**src/rtl/vram_render_arbiter_pkg.sv**
```systemverilog
// Shared constants and types for the renderer-side VRAM read arbiter.
package vram_render_arbiter_pkg;

  localparam int VRAM_ADDR_W = 15;
  localparam int VRAM_DATA_W = 32;

  localparam int M_L0  = 0;
  localparam int M_L1  = 1;
  localparam int M_SPR = 2;

  localparam logic [15:0] STALL_MAX = 16'hFFFF;

  // IDLE: nothing in flight; RESP: the RAM is returning a word this cycle.
  typedef enum logic {
    ST_IDLE = 1'b0,
    ST_RESP = 1'b1
  } pipe_state_e;

endpackage

```
**src/rtl/vram_render_arbiter_rr_pick.sv**
```systemverilog
// Combinational round-robin priority encoder: first requester at or above ptr wins.
module vram_render_arbiter_rr_pick #(
  parameter int N     = 3,
  parameter int PTR_W = 2
) (
  input  logic [N-1:0]     req,
  input  logic [PTR_W-1:0] ptr,
  output logic [N-1:0]     grant,
  output logic             valid
);

  int idx;

  always_comb begin
    grant = '0;
    valid = 1'b0;
    idx   = 0;
    for (int i = 0; i < N; i++) begin
      idx = int'(ptr) + i;
      if (idx >= N) idx = idx - N;
      for (int j = 0; j < N; j++) begin
        if (!valid && (j == idx) && req[j]) begin
          grant[j] = 1'b1;
          valid    = 1'b1;
        end
      end
    end
  end

endmodule

```
**src/rtl/vram_render_arbiter.sv**
```systemverilog
// Round-robin read arbiter from the renderer masters onto the single VRAM read port.
module vram_render_arbiter
  import vram_render_arbiter_pkg::*;
#(
  parameter int NUM_MASTERS = 3,
  parameter int ADDR_W      = VRAM_ADDR_W
) (
  input  logic                          clk,
  input  logic                          rst_n,
  input  logic [NUM_MASTERS*ADDR_W-1:0] m_addr,
  input  logic [NUM_MASTERS-1:0]        m_strobe,
  output logic [NUM_MASTERS-1:0]        m_ack,
  output logic [VRAM_DATA_W-1:0]        m_rddata,
  input  logic                          cpu_hold,
  output logic [ADDR_W-1:0]             ram_addr,
  output logic                          ram_rden,
  input  logic [VRAM_DATA_W-1:0]        ram_rddata,
  output logic [15:0]                   grant_stall_cnt,
  input  logic                          stat_clr
);

  localparam int ID_W = (NUM_MASTERS > 1) ? $clog2(NUM_MASTERS) : 1;

  pipe_state_e             state_q;
  logic [ID_W-1:0]         inflight_id;
  logic [ID_W-1:0]         rr_ptr;
  logic [ADDR_W-1:0]       addr_q;
  logic [15:0]             stall_q;

  logic                    inflight_valid;
  logic [NUM_MASTERS-1:0]  inflight_onehot;
  logic [NUM_MASTERS-1:0]  eligible;
  logic [NUM_MASTERS-1:0]  pick_grant;
  logic                    pick_valid;
  logic                    grant_en;
  logic [ID_W-1:0]         winner;
  logic [ID_W-1:0]         next_ptr;
  logic [ADDR_W-1:0]       win_addr;

  assign inflight_valid = (state_q == ST_RESP);

  always_comb begin
    inflight_onehot = '0;
    for (int j = 0; j < NUM_MASTERS; j++) begin
      inflight_onehot[j] = inflight_valid && (int'(inflight_id) == j);
    end
  end

  // The master being acked is masked even if it ignores the strobe protocol.
  assign eligible = m_strobe & ~inflight_onehot;

  vram_render_arbiter_rr_pick #(
    .N     (NUM_MASTERS),
    .PTR_W (ID_W)
  ) u_rr_pick (
    .req   (eligible),
    .ptr   (rr_ptr),
    .grant (pick_grant),
    .valid (pick_valid)
  );

  assign grant_en = pick_valid && !cpu_hold;

  always_comb begin
    winner   = '0;
    win_addr = '0;
    for (int j = 0; j < NUM_MASTERS; j++) begin
      if (pick_grant[j]) begin
        winner   = ID_W'(j);
        win_addr = m_addr[j*ADDR_W +: ADDR_W];
      end
    end
  end

  assign next_ptr = (int'(winner) == NUM_MASTERS - 1) ? '0 : winner + ID_W'(1);

  assign ram_rden        = grant_en;
  assign ram_addr        = grant_en ? win_addr : addr_q;
  assign m_ack           = inflight_onehot;
  assign m_rddata        = ram_rddata;
  assign grant_stall_cnt = stall_q;

  always_ff @(posedge clk or negedge rst_n) begin
    if (!rst_n) begin
      state_q     <= ST_IDLE;
      inflight_id <= '0;
      rr_ptr      <= ID_W'(M_L0);
      addr_q      <= '0;
    end else begin
      state_q <= grant_en ? ST_RESP : ST_IDLE;
      if (grant_en) begin
        inflight_id <= winner;
        rr_ptr      <= next_ptr;
        addr_q      <= win_addr;
      end
    end
  end

  // Stall = someone is waiting but nothing was granted (CPU hold or only the inflight master asking).
  always_ff @(posedge clk or negedge rst_n) begin
    if (!rst_n) begin
      stall_q <= '0;
    end else if (stat_clr) begin
      stall_q <= '0;
    end else if ((|m_strobe) && !grant_en && (stall_q != STALL_MAX)) begin
      stall_q <= stall_q + 16'd1;
    end
  end

endmodule

```
**config.mk**
```make
export PLATFORM = sky130hd
export DESIGN_NAME = vram_render_arbiter
export DESIGN_NICKNAME = d
export VERILOG_FILES = /design/src/rtl/vram_render_arbiter_pkg.sv /design/src/rtl/vram_render_arbiter_rr_pick.sv /design/src/rtl/vram_render_arbiter.sv
export SDC_FILE = /design/constraint.sdc
export NUM_CORES = 1
export LEC_CHECK = 0
export BUFFER_PORTS_ARGS = -buffer_cell sky130_fd_sc_hd__buf_2
export CAP_MARGIN = 20
export CORE_UTILIZATION = 43
export CTS_CLUSTER_DIAMETER = 80
export DETAILED_ROUTE_END_ITERATION = 7
export GPL_TIMING_DRIVEN = 0
export PLACE_DENSITY = 0.89
export SYNTH_ARGS = -nofsm -noshare
export SYNTH_HDL_FRONTEND = slang
export SYNTH_SLANG_ARGS = --single-unit
```
**constraint.sdc**
```tcl
create_clock -name clk -period 3.7 [get_ports clk]
set_clock_uncertainty 0.15 [all_clocks]
set_input_delay 0.74 -clock clk [delete_from_list [all_inputs] [get_ports clk]]
set_output_delay 0.74 -clock clk [all_outputs]
set_load 0.02 [all_outputs]
```
==> results.py <==
metrics = {
    "logic_synthesis": {
        "synthCells": 266,
        "syn_avg_cell_area_um2": 8.71,
        "synth_seq_area_share": 0.378,
        "syn_nets": 355,
        "synth_area_um2": 2320,
        "yosys_warnings": 0,
        "ys_ff_latch": 35,
        "ys_types": 39,
    },
    "clock_tree": {
        "clock_sinks": 35,
        "insertion_delay_ns": 0.29,
        "cts_tree": "built",
        "cts_buffers": 5,
        "cts.htree.levels": 2,
        "cts_root_buf": "clkbuf_8",
        "clock_path_buffers": 2,
        "path_clk_slew_ns": 0.07,
    },
    "die": {
        "die_h_um": 75.4,
        "die_area_um2": 5690,
        "pin_count": 151,
        "initial_core_util": 0.451,
        "core-area_um2": 5140,
        "die_w_um": 75.4,
        "fp-row-count": 26,
    },
    "place": {
        "dpl.hpwl_mm": 4.66,
        "io_buffers": 117,
        "gp_congestion": 0.910,
        "placed_cell_area_um2": 2990,
    },
    "layout": {
        "post-route-util": 0.647,
        "final_cell_area_um2": 3330,
        "layout-drive-gt1-share": 0.500,
        "nets": 486,
        "num_antenna_cells": 0,
        "area_delta_synth_final_pct": 43.6,
    },
    "critical_path": {
        "endpoint_kind": "output port",
        "worstPathArrival_ns": 2.76,
        "crit_path_cell_trace": "inv_2 > ha_2 > o21ai_2 > o22a_1 > o311ai_4 > a211oi_4 > buf_6 > nand2_1 > a31oi_1 > buf_2",
        "crit_path_start_kind": "register",
        "crit_buf_inv": 3,
        "worstPathMaxFanout": 6,
        "crit_type": "register to output port",
        "worstPathRequired_ns": 2.81,
        "critical-path-max-stage-delay_ns": 0.44,
        "worst_path_max_delay_cell": "dfrtp_2",
        "crit_family": "compound AO/OA/AOI/OAI gates",
    },
    "timing": {
        "worstMarginPinSlew_ns": 0.777,
        "finalCriticalPeriod_ns": 3.65,
        "hold_viol_final": 0,
        "drv_slew": 0,
        "fmax_ghz": 0.274,
        "slew_headroom": 0.482,
        "fin_crit_sh": 0.985,
        "finalSetupViolCount": 0,
        "finalSetupTns_ns": 0,
    },
    "detailed_routing": {
        "vias": 2588,
        "via_per_inst": 5.53,
        "drtAntennaViolNets": 0,
        "finalWirelength_mm": 6.87,
        "drt_iter0_markers": 167,
        "dr.pass1.iters": 4,
        "drc": 0,
        "wl_per_cell_um": 14.7,
    },
    "pwr": {
        "leakage_nw": 1.59,
        "power_density_nw_per_um2": 723,
        "ir_drop_mv": 0.577,
    },
    "job": {
        "maxCapViolCount": 0,
    },
    "run_status": {
        "outcome": "finished clean",
    },
    "grt": {
        "overflow": 0,
        "grt_pass1_wl_mm": 10.1,
        "grt_max_degree": 36,
        "antenna_found_initial": 0,
        "grt_pass1_vias": 2274,
        "track_usage": 0.234,
    },
    "worst_hold_path": {
        "hp-class": "primary input to asynchronous set/reset pin",
    },
}
==> registers in the layout, indices dropped and copies added (netlist names) <==
name / flops
inflight_valid: 1
addr_q: 15
grant_stall_cnt: 16
inflight_id: 2
rr_ptr: 1
==> cell type report <==
type                            count  area (um^2)
Buffer                             47          338
Clock buffer                        7         76.3
Clock inverter                      1         5.00
Fill cell                         476         1810
Inverter                            6         22.5
Multi-Input combinational cell    177         1230
Sequential cell                    35          877
Tap cell                           70         87.6
Timing Repair Buffer              125          686
==> synth_stat cells <==
cell	n	area (um^2)
a22oi_1	16	120
and3b_1	1	8.76
o21bai_1	1	7.51
buf_2	7	35.0
and3_4	2	22.5
a31oi_1	17	106
o21ai_0	8	40.0
nor2b_1	4	25.0
buf_1	1	3.75
or3_1	3	18.8
or4_1	11	82.6
o22a_1	1	8.76
dfrtp_1	35	876
nor3_1	3	15.0
buf_4	32	240
inv_1	5	18.8
nand2b_1	2	12.5
a21oi_1	14	70.1
o221ai_1	1	8.76
a211oi_2	2	25.0
a221oi_4	1	26.3
nor4_1	3	18.8
nand2_1	28	105
o21ai_1	2	10.0
nand3_1	10	50.1
a41o_1	1	10.0
o31ai_1	10	75.1
dlygate4sd1_1	1	8.76
ha_1	5	62.6
o311ai_1	1	8.76
and2_1	1	6.26
inv_2	1	3.75
clkbuf_1	7	26.3
nor2_1	19	71.3
or3b_1	2	17.5
mux2_1	4	45.0
and3_1	1	6.26
o22ai_1	2	12.5
nand3b_1	1	7.51
==> metrics by stage <==
stage                     power, mW  setup WS, ns  cells  hold WS [ns]
after floorplan                1.40         0.263    266         0.294
after global placement         1.74       -0.0488    453         0.380
after detailed placement       1.78        -0.141    453         0.392
after CTS                      2.19        0.0113    467         0.396
after global routing           2.55       -0.0523    468         0.432
final                          2.41        0.0547    468         0.372
==> metal layers <==
| layer | routed length, um | global-route usage |
|---|---|---|
| met1 | 2680 | 0.273 |
| met2 | 3620 | 0.428 |
| met3 | 473 | 0.0423 |
| met4 | 98 | 0.0864 |
| met5 | 0 | 0 |
==> final timing paths <==
path / to / from / slack (ns) / cells past startpoint
max: ram_addr[11] / inflight_id[0] / 0.05 / 10
min: grant_stall_cnt[12] / rst_n / 0.37 / 1
max reg2reg: grant_stall_cnt[15] / grant_stall_cnt[0] / 1.08 / 8
min reg2reg: inflight_id[1] / inflight_id[1] / 0.41 / 1
max in group asynchronous: inflight_id[0] / rst_n / 2.47 / 1
min in group clk: inflight_id[1] / inflight_id[1] / 0.41 / 1
==> logic make-up after synthesis <==
family,count (synthesis),share of synthesized area
muxes,4,0.0194
and+or+nand+nor,91,0.202
adders and majority gates,5,0.0270
DFF,35,0.378
AOI/OAI and AO/OA,77,0.228
buffers and inverters,54,0.145
==> layout by cell type (no fill, tap or decap), drive strengths merged, types with 3 or more instances in the layout <==
cell,Yosys,final
nor3,3,3
inv,6,6
nand2,28,28
and3,3,3
nand3,10,10
o21ai,10,10
dfrtp,35,35
nor2,19,19
a31oi,17,17
a22oi,16,16
a21oi,14,14
o31ai,10,10
or3,3,3
mux2,4,4
nor4,3,3
ha,5,5
buf,40,164
nor2b,4,4
clkbuf,7,14
or4,11,11
==> what timing repair did <==
item,in CTS,in global routing
resized for setup,20,38
buffers inserted,6,1
hold buffers,0,0
endpoints found under the setup margin,16,15
cloned,1,0
pin swaps,4,6
==> report_power, final <==
group	internal [mW]	switching [mW]
logic	0.645	0.940
clock network	0.132	0.137
registers	0.499	0.0532
Note: power is estimated with default switching activity, not from simulation.
